$ cat config.mk
export PLATFORM = sky130hd
export DESIGN_NAME = dist_topk_select
export DESIGN_NICKNAME = d
export VERILOG_FILES = /design/src/rtl/dist_topk_select.sv
export SDC_FILE = /design/constraint.sdc
export NUM_CORES = 1
export LEC_CHECK = 0
export CAP_MARGIN = 30
export CELL_PAD_IN_SITES_DETAIL_PLACEMENT = 1
export CELL_PAD_IN_SITES_GLOBAL_PLACEMENT = 2
export CORE_ASPECT_RATIO = 1.1
export CORE_MARGIN = 1
export CORE_UTILIZATION = 34
export CTS_CLUSTER_DIAMETER = 100
export DETAILED_ROUTE_END_ITERATION = 8
export PLACE_DENSITY_LB_ADDON = 0.1
export SYNTH_ARGS = -nofsm -noshare
export SYNTH_HDL_FRONTEND = slang
export SYNTH_SLANG_ARGS = --single-unit
$ cat constraint.sdc
create_clock -name clk -period 3.45 [get_ports clk]
set_input_delay 0.69 -clock clk [delete_from_list [all_inputs] [get_ports clk]]
set_output_delay 0.69 -clock clk [all_outputs]
set_load 0.01 [all_outputs]
$ cat src/rtl/dist_topk_select.sv
// Streaming top-K nearest-neighbour selector: keeps the K smallest distances of a frame
// in a sorted table, then emits them in ascending order through a ready/valid port.
module dist_topk_select #(
  parameter int K      = 4,
  parameter int DIST_W = 7,
  parameter int IDX_W  = 8
) (
  input  logic              clk,
  input  logic              rst,
  input  logic              start,
  input  logic              in_valid,
  output logic              in_ready,
  input  logic [DIST_W-1:0] in_dist,
  input  logic [IDX_W-1:0]  in_idx,
  input  logic              in_last,
  output logic              out_valid,
  input  logic              out_ready,
  output logic [DIST_W-1:0] out_dist,
  output logic [IDX_W-1:0]  out_idx,
  output logic              out_last
);

  localparam int CNT_W = $clog2(K + 1);
  localparam int PTR_W = $clog2(K);
  localparam logic [CNT_W-1:0] CNT_ONE = CNT_W'(1);
  localparam logic [CNT_W-1:0] CNT_K   = CNT_W'(K);
  localparam logic [PTR_W-1:0] PTR_ONE = PTR_W'(1);

  typedef enum logic [1:0] {
    IDLE,
    COLLECT,
    DRAIN
  } state_t;

  state_t            state_q, state_d;
  logic [DIST_W-1:0] dist_q [K];
  logic [DIST_W-1:0] dist_d [K];
  logic [IDX_W-1:0]  idx_q  [K];
  logic [IDX_W-1:0]  idx_d  [K];
  logic [K-1:0]      vld_q, vld_d;
  logic [CNT_W-1:0]  cnt_q, cnt_d;
  logic [PTR_W-1:0]  ptr_q, ptr_d;
  logic              in_ready_q;

  logic [K-1:0]      keep;
  logic              accept;
  logic              lastEntry;

  // A slot keeps its entry when it is valid and not larger than the new sample,
  // which places a new sample behind every equal distance already stored.
  always_comb begin
    keep = '0;
    for (int i = 0; i < K; i++) begin
      keep[i] = vld_q[i] && (dist_q[i] <= in_dist);
    end
  end

  assign accept    = in_valid && in_ready_q;
  assign lastEntry = ((CNT_W'(ptr_q) + CNT_ONE) == cnt_q);

  always_comb begin
    state_d = state_q;
    dist_d  = dist_q;
    idx_d   = idx_q;
    vld_d   = vld_q;
    cnt_d   = cnt_q;
    ptr_d   = ptr_q;
    case (state_q)
      IDLE: begin
        if (start) begin
          vld_d   = '0;
          cnt_d   = '0;
          ptr_d   = '0;
          state_d = COLLECT;
        end
      end
      COLLECT: begin
        if (accept) begin
          if (!keep[0]) begin
            dist_d[0] = in_dist;
            idx_d[0]  = in_idx;
            vld_d[0]  = 1'b1;
          end
          // Slots past the insertion point take their upper neighbour; a full table
          // whose last slot is kept leaves the sample with nowhere to go.
          for (int i = 1; i < K; i++) begin
            if (!keep[i]) begin
              if (keep[i-1]) begin
                dist_d[i] = in_dist;
                idx_d[i]  = in_idx;
                vld_d[i]  = 1'b1;
              end else begin
                dist_d[i] = dist_q[i-1];
                idx_d[i]  = idx_q[i-1];
                vld_d[i]  = vld_q[i-1];
              end
            end
          end
          if (cnt_q != CNT_K) begin
            cnt_d = cnt_q + CNT_ONE;
          end
          if (in_last) begin
            ptr_d   = '0;
            state_d = DRAIN;
          end
        end
      end
      DRAIN: begin
        if (out_ready) begin
          if (lastEntry) begin
            state_d = IDLE;
          end else begin
            ptr_d = ptr_q + PTR_ONE;
          end
        end
      end
      default: begin
        state_d = IDLE;
      end
    endcase
  end

  always_ff @(posedge clk or posedge rst) begin
    if (rst) begin
      state_q    <= IDLE;
      vld_q      <= '0;
      cnt_q      <= '0;
      ptr_q      <= '0;
      in_ready_q <= 1'b0;
      for (int i = 0; i < K; i++) begin
        dist_q[i] <= '0;
        idx_q[i]  <= '0;
      end
    end else begin
      state_q    <= state_d;
      vld_q      <= vld_d;
      cnt_q      <= cnt_d;
      ptr_q      <= ptr_d;
      in_ready_q <= (state_d == COLLECT);
      for (int i = 0; i < K; i++) begin
        dist_q[i] <= dist_d[i];
        idx_q[i]  <= idx_d[i];
      end
    end
  end

  // The table is frozen during DRAIN, so the read mux holds stable under back-pressure.
  assign in_ready  = in_ready_q;
  assign out_valid = (state_q == DRAIN);
  assign out_dist  = out_valid ? dist_q[ptr_q] : '0;
  assign out_idx   = out_valid ? idx_q[ptr_q] : '0;
  assign out_last  = out_valid && lastEntry;

endmodule

# --- Yosys cells after proc, flatten, opt, wreduce, memory -nomap -nowiden ---
# Cells that the tools add are included.
classes:
  bitwise_logic: 5
  muxes: 40
  n_reduce_logical: 19
  eq_ne: 15
  addsub: 3
  magnitude_cmp: 5
op_table:
  columns: ["operator", "n"]
  rows:
  - ["$mux W8", 6]
  - ["$mux W7", 6]
  - ["$le A7 B7 Y1", 4]
  - ["$mux W2", 10]
  - ["$reduce_and A4 Y1", 5]
  - ["$ne A2 B2 Y1 const B", 9]
  - ["$bmux W8 S2", 1]
  - ["$bmux W7 S2", 1]
  - ["$pmux W2 S3", 2]
  - ["$reduce_and A3 Y1", 4]
  - ["$mux W3", 3]
  - ["$mux W4", 2]
  - ["$pmux W4 S2", 1]
  - ["$mux W1", 7]
  - ["$logic_and A1 B1 Y1", 6]
  - ["$pmux W3 S2", 1]
  - ["$reduce_and A6 Y1", 1]
  - ["$eq A2 B1 Y1 const B", 2]
  - ["$not A1 Y1", 4]
  - ["$add A2 B1 Y3 const B", 1]
  - ["$add A3 B1 Y3 const B", 1]
  - ["$eq A3 B3 Y1", 1]
  - ["$ge A3 B3 Y1 const B", 1]
  - ["$ne A3 B3 Y1 const B", 1]
  - ["7 further kinds", 7]
totals:
  register_bits: 72
  wordCells: 103
  output_inout_bits: 18
  in_bits: 21

# --- Depth between registers and ports, before layout ---
logic_depth:
  depth_word: 6
  ltp_mapped: 9
  mapped_depth_nobuf: 7

# --- Least setup slack after synthesis ---
# Ideal clock, no wire load.
synth_path:
  path_type: "input -> register"
  from: "input port in_dist[5]"
  to: "register dist_q[5] (netlist bit)"
  setup_ps: 125
  slack_ps: 818
  t_arrival_ps: 2507
  path_stages: 8
  path_cell_list: "inv_1 ha_1 and4_1 a21boi_4 o31ai_4 buf_6 mux2_4 mux2_2"
synth_between:
  elab_chain_len: 4
  elab_cells_between_ends: 7
  cone_classes: "order compare (2); mux (1); bitwise (1); reduce/logical (3)"
synth_rtl:
  columns: ["element", "line_no", "rtl"]
  rows:
  - ["start, declared", "13", "input logic [DIST_W-1:0] in_dist,"]
  - ["$le A7 B7 Y1", "54", "keep[i] = vld_q[i] && (dist_q[i] <= in_dist);"]
  - ["$logic_and A1 B1 Y1", "54", null]
  - ["$not A1 Y1 (no line)", null, null]
  - ["$reduce_and A3 Y1 (no line)", null, null]
  - ["end signal, assigned by index", "141", "dist_q[i] <= dist_d[i];"]
  - ["end, declared", "36", "logic [DIST_W-1:0] dist_q [K];"]
# Parallel ways exist; a longest one is shown, timed or not.
# A chain may end at the register's enable or synchronous reset.

# --- Worst setup path after layout ---
layout_path:
  from: "input port in_dist[4]"
  to: "register dist_q[20] (netlist bit)"
# The elaborated chain is that of the path after synthesis.

==> reports/results.txt <==
For the amount of wire on met3 after detailed routing, the log shows 217 µm. The accumulated negative setup slack was 0 ns; the maximum number of pins on one net before global-route repair was 29. Summing the areas of all compound-gate instances in the mapped netlist gives 8.55% of the synthesized area. Standby leakage power: 0.00250 µW. The flow ran to the end, and the final reports show no timing, DRC or antenna violations.

The number of warning messages in the yosys log was 0. Power spread over the standard cell area amounts to 899 mW/mm². The number of nets handed over by synthesis was 427.

The commonest non-fill, non-tap cell in the layout was sky130_fd_sc_hd__dfrtp_1. Clock tree root driver cell: sky130_fd_sc_hd__clkbuf_16. After detailed routing, the wire length on met1 is 5950 µm. Global routing finished with a remaining overflow of 0.

The synthesized cell area was 0.00467 mm²; the share of the synthesized netlist area taken by xor and xnor gates was 0.563%. The start of the worst register-to-register path was state_q[1]$_DFF_PP0_. Routability-driven placement finished with a final weighted congestion of 0.757.

Timing would allow up to 331 MHz. For the worst setup path, the data required time is 3.68 ns. In this run, post-CTS hold repair placed 0 buffers.

The sum of net half-perimeters after detailed placement was 9300 µm. Across the run, the number of max-cap violations was 0. Classification of the worst setup path: in -> reg.

The worst-skew pair later-pin latency came out at 0.34 ns. Tracing the worst setup path back leads to its startpoint at in_dist[4]. The number of I/O port buffers works out to 38. The area occupied by registers came out at 0.00180 mm². In the synthesized netlist the dominant register cell turns out to be sky130_fd_sc_hd__dfrtp_1. For this block, the routed nets add up to 12,800 µm of wire. The number of different library cells used by synthesis comes to 43.

Measured against its own limit, the worst slew margin works out to 36.5%. The critical path data arrival time was 3.25 ns; the portion of the clock cycle consumed by the worst path in the final layout was 87.5%. Global-route wire length before repair: 20,800 µm. The routed design uses 6370 µm of met2 wire.

For this design, the sink count on the clock tree is 72. The endpoint type of the worst setup path was a register. The clock passes through at most 2 buffers. The number of top-level pins is 39.

Row generation in the floorplan step produced 44 rows. The number of antenna diodes in the final layout is 0. Setup repair after global routing left no endpoint under its margin. The detail-routed via count per cell was 5.21; the number of failing setup endpoints in the final timing report was 0. The area of the die is 0.0142 mm², and the peak fanout along the critical path is 7. The total number of vias came out at 3,233. Clock skew: 0.00455 ns. The run gives 375 as the synthesized instance count. The count of nets left with antenna violations once routing finished came out at 0. IR analysis of the VDD net gives a maximum drop of 0.313 mV. Post-CTS repair changed the size of 0 cells.

TritonCTS built the clock tree. The H-tree was split into 3 levels. Summed over all nets, the switching power comes to 1840 µW.

The worst path in the final design needs a cycle of 3.02 ns, including I/O delays and setup. The switching power share of the total is 35.8%, and the total global-route track usage is 19.8%. After floorplanning, the core was sized to cover 0.0133 mm². The run gives 0 as the total count of hold-check failures in the final report. STA classifies the critical path startpoint as an input port.

The tools report the setup slack on the worst flop-to-flop path as 1.04 ns. The logic gate share of total power was 47.7%. After detailed routing, no signal wire sits above met4. The detailed-route wire length per cell was 20.6 µm; the remaining design rule violation count was 0. The run gives 0.00269 mm² as the multi-input logic area. After detailed placement, the total cell area comes to 0.00540 mm². The fill cell instance count of the final layout was 1,439; the via count of the first global-routing pass was 3,552. Clock-pin slew was measured on the worst setup and hold paths at 0.06 ns. By area, the combinational part of the netlist is dominated by multiplexers. For the DRC marker count from the first detailed-route iteration, the log shows 59.

Of the total synthesized cell area, the portion taken by full adders, half adders and majority gates is 8.31%. After clock tree synthesis, the setup repair step added 0 buffers. The logs give 20.4% for the clock network power share and 9 for the number of CTS-inserted buffers. Total power for the finished layout comes to 5150 µW. The proportion of register bits with asynchronous set or reset after synthesis was 100%. For this configuration, the core starts out at a cell density of 35.0%.

The mux cell area share after synthesis works out to 32.9%. The pre-antenna-repair detailed-routing pass consisted of 4 iterations. The die is 114 µm wide.

Yosys mapped a number of flops with a built-in enable equal to 0. The flop and latch count out of synthesis was 72; the internal power contribution was 3300 µW. For the pin with the worst max-slew slack, the measured transition is 0.952 ns.

The hold path startpoint was idx_q[6]$_DFFE_PP0P_. The max-slew violation count was 0; the mean cell area of the mapped netlist was 12.5 µm². The top cell types in the final layout, fill and taps aside, are sky130_fd_sc_hd__dfrtp_1 (72), sky130_fd_sc_hd__mux2_2 (71), sky130_fd_sc_hd__clkdlybuf4s50_1 (38), sky130_fd_sc_hd__ha_1 (31), sky130_fd_sc_hd__buf_4 (22). The post-route standard cell area excluding fillers is 0.00573 mm², and the share of total power in sequential cells is 31.9%. The tools report the number of antenna violations at the first check in global routing as 0. The chip height came out at 125 µm. The layout cell share with drive strength beyond 1 was 35.7%. The area growth from synthesis to layout is 22.6%. After the last flow step, the layout net total stands at 484. Fraction of the yosys area taken by sequential cells: 38.6%.

The worst hold path belongs to the class reg -> reg. Summing the areas of all and, or, nand and nor instances in the mapped netlist gives 7.10% of the synthesized area.
-- synth_stat cells, drive strengths merged (4+ instances only) --
| cell | n | share of area (%) |
|---|---|---|
| o22ai | 4 | 0.67 |
| clkbuf | 4 | 0.32 |
| dfrtp | 72 | 39 |
| o21ai | 17 | 1.8 |
| nand3b | 4 | 0.64 |
| ha | 31 | 8.3 |
| mux2i | 6 | 1.3 |
| nand3 | 7 | 0.86 |
| mux4 | 15 | 7.2 |
| a21oi | 18 | 2.0 |
| and3 | 16 | 2.1 |
| buf | 13 | 2.2 |
| nand4 | 6 | 0.80 |
| nor2 | 9 | 0.88 |
| mux2 | 95 | 24 |
| nand2 | 13 | 1.0 |
| inv | 19 | 1.5 |
-- worst paths after layout --
path | end | cells past startpoint
min in group asynchronous | idx_q[1]$_DFFE_PP0P_ | 2
hold / removal | idx_q[6]$_DFFE_PP0P_ | 1
setup / recovery | dist_q[20]$_DFFE_PP0P_ | 9
setup reg to reg | idx_q[16]$_DFFE_PP0P_ | 6
hold reg to reg | idx_q[6]$_DFFE_PP0P_ | 1
max in group asynchronous | dist_q[7]$_DFFE_PP0P_ | 3
-- per-layer routing --
layer	up-vias	GRT usage, %
met5	-	0
met4	0	7.66
met3	15	2.87
met2	36	32.8
met1	1666	25.9
li1	1516	-
-- worst max-delay path: stages --
cell and delay, ns:
sky130_fd_sc_hd__clkdlybuf4s50_1 0.53, sky130_fd_sc_hd__inv_1 0.13, sky130_fd_sc_hd__ha_1 0.32, sky130_fd_sc_hd__a21oi_1 0.15, sky130_fd_sc_hd__o2111ai_1 0.15, sky130_fd_sc_hd__o22ai_2 0.40, sky130_fd_sc_hd__buf_4 0.25, sky130_fd_sc_hd__mux2_2 0.34
sky130_fd_sc_hd__mux2_1 0.27
-- cells by family (layout without fill, tap and decap cells) --
logic type / count (synthesis) / count (layout)
AOI/OAI and AO/OA: 57 / 57
xor gates and xnor gates: 3 / 3
adders and majority gates: 31 / 31
buffers and inverters: 36 / 98
DFF: 72 / 72
muxes: 116 / 116
and+or+nand+nor: 60 / 60
-- state kept, by name, summed over array words and instances, names as in the netlist --
register	count
idx_q	32
dist_q	28
vld_q	4
cnt_q	3
ptr_q	2
state_q	2
in_ready	1
-- power by group through the flow --
stage / clock network [µW] / registers [µW] / logic [µW]
floorplan: 0 / 1480 / 1860
global placement: 0 / 1640 / 2430
detailed placement: 0 / 1660 / 2490
CTS: 1080 / 1650 / 2500
global route: 1100 / 1710 / 2720
finish: 1050 / 1640 / 2460
-- final cells by class --
type | instances | area share [%]
multi-input combinational | 267 | 46.9
tap | 184 | 4.02
clock inverter | 6 | 1.62
clock buffer | 10 | 4.17
timing repair buffer | 63 | 10.6
sequential | 72 | 31.5
inverter | 19 | 1.25
-- metrics by stage --
stage,hold WS (ns),cells,utilization [%],setup WS (ns)
final,0.514,621,43.0,0.431
after global routing,0.531,621,43.0,0.258
after CTS,0.513,621,43.0,0.412
after detailed placement,0.496,605,40.5,0.0487
after global placement,0.487,605,40.5,0.140
after floorplan,0.475,375,-,0.818
No activity file was read; power rests on OpenSTA's default activity.
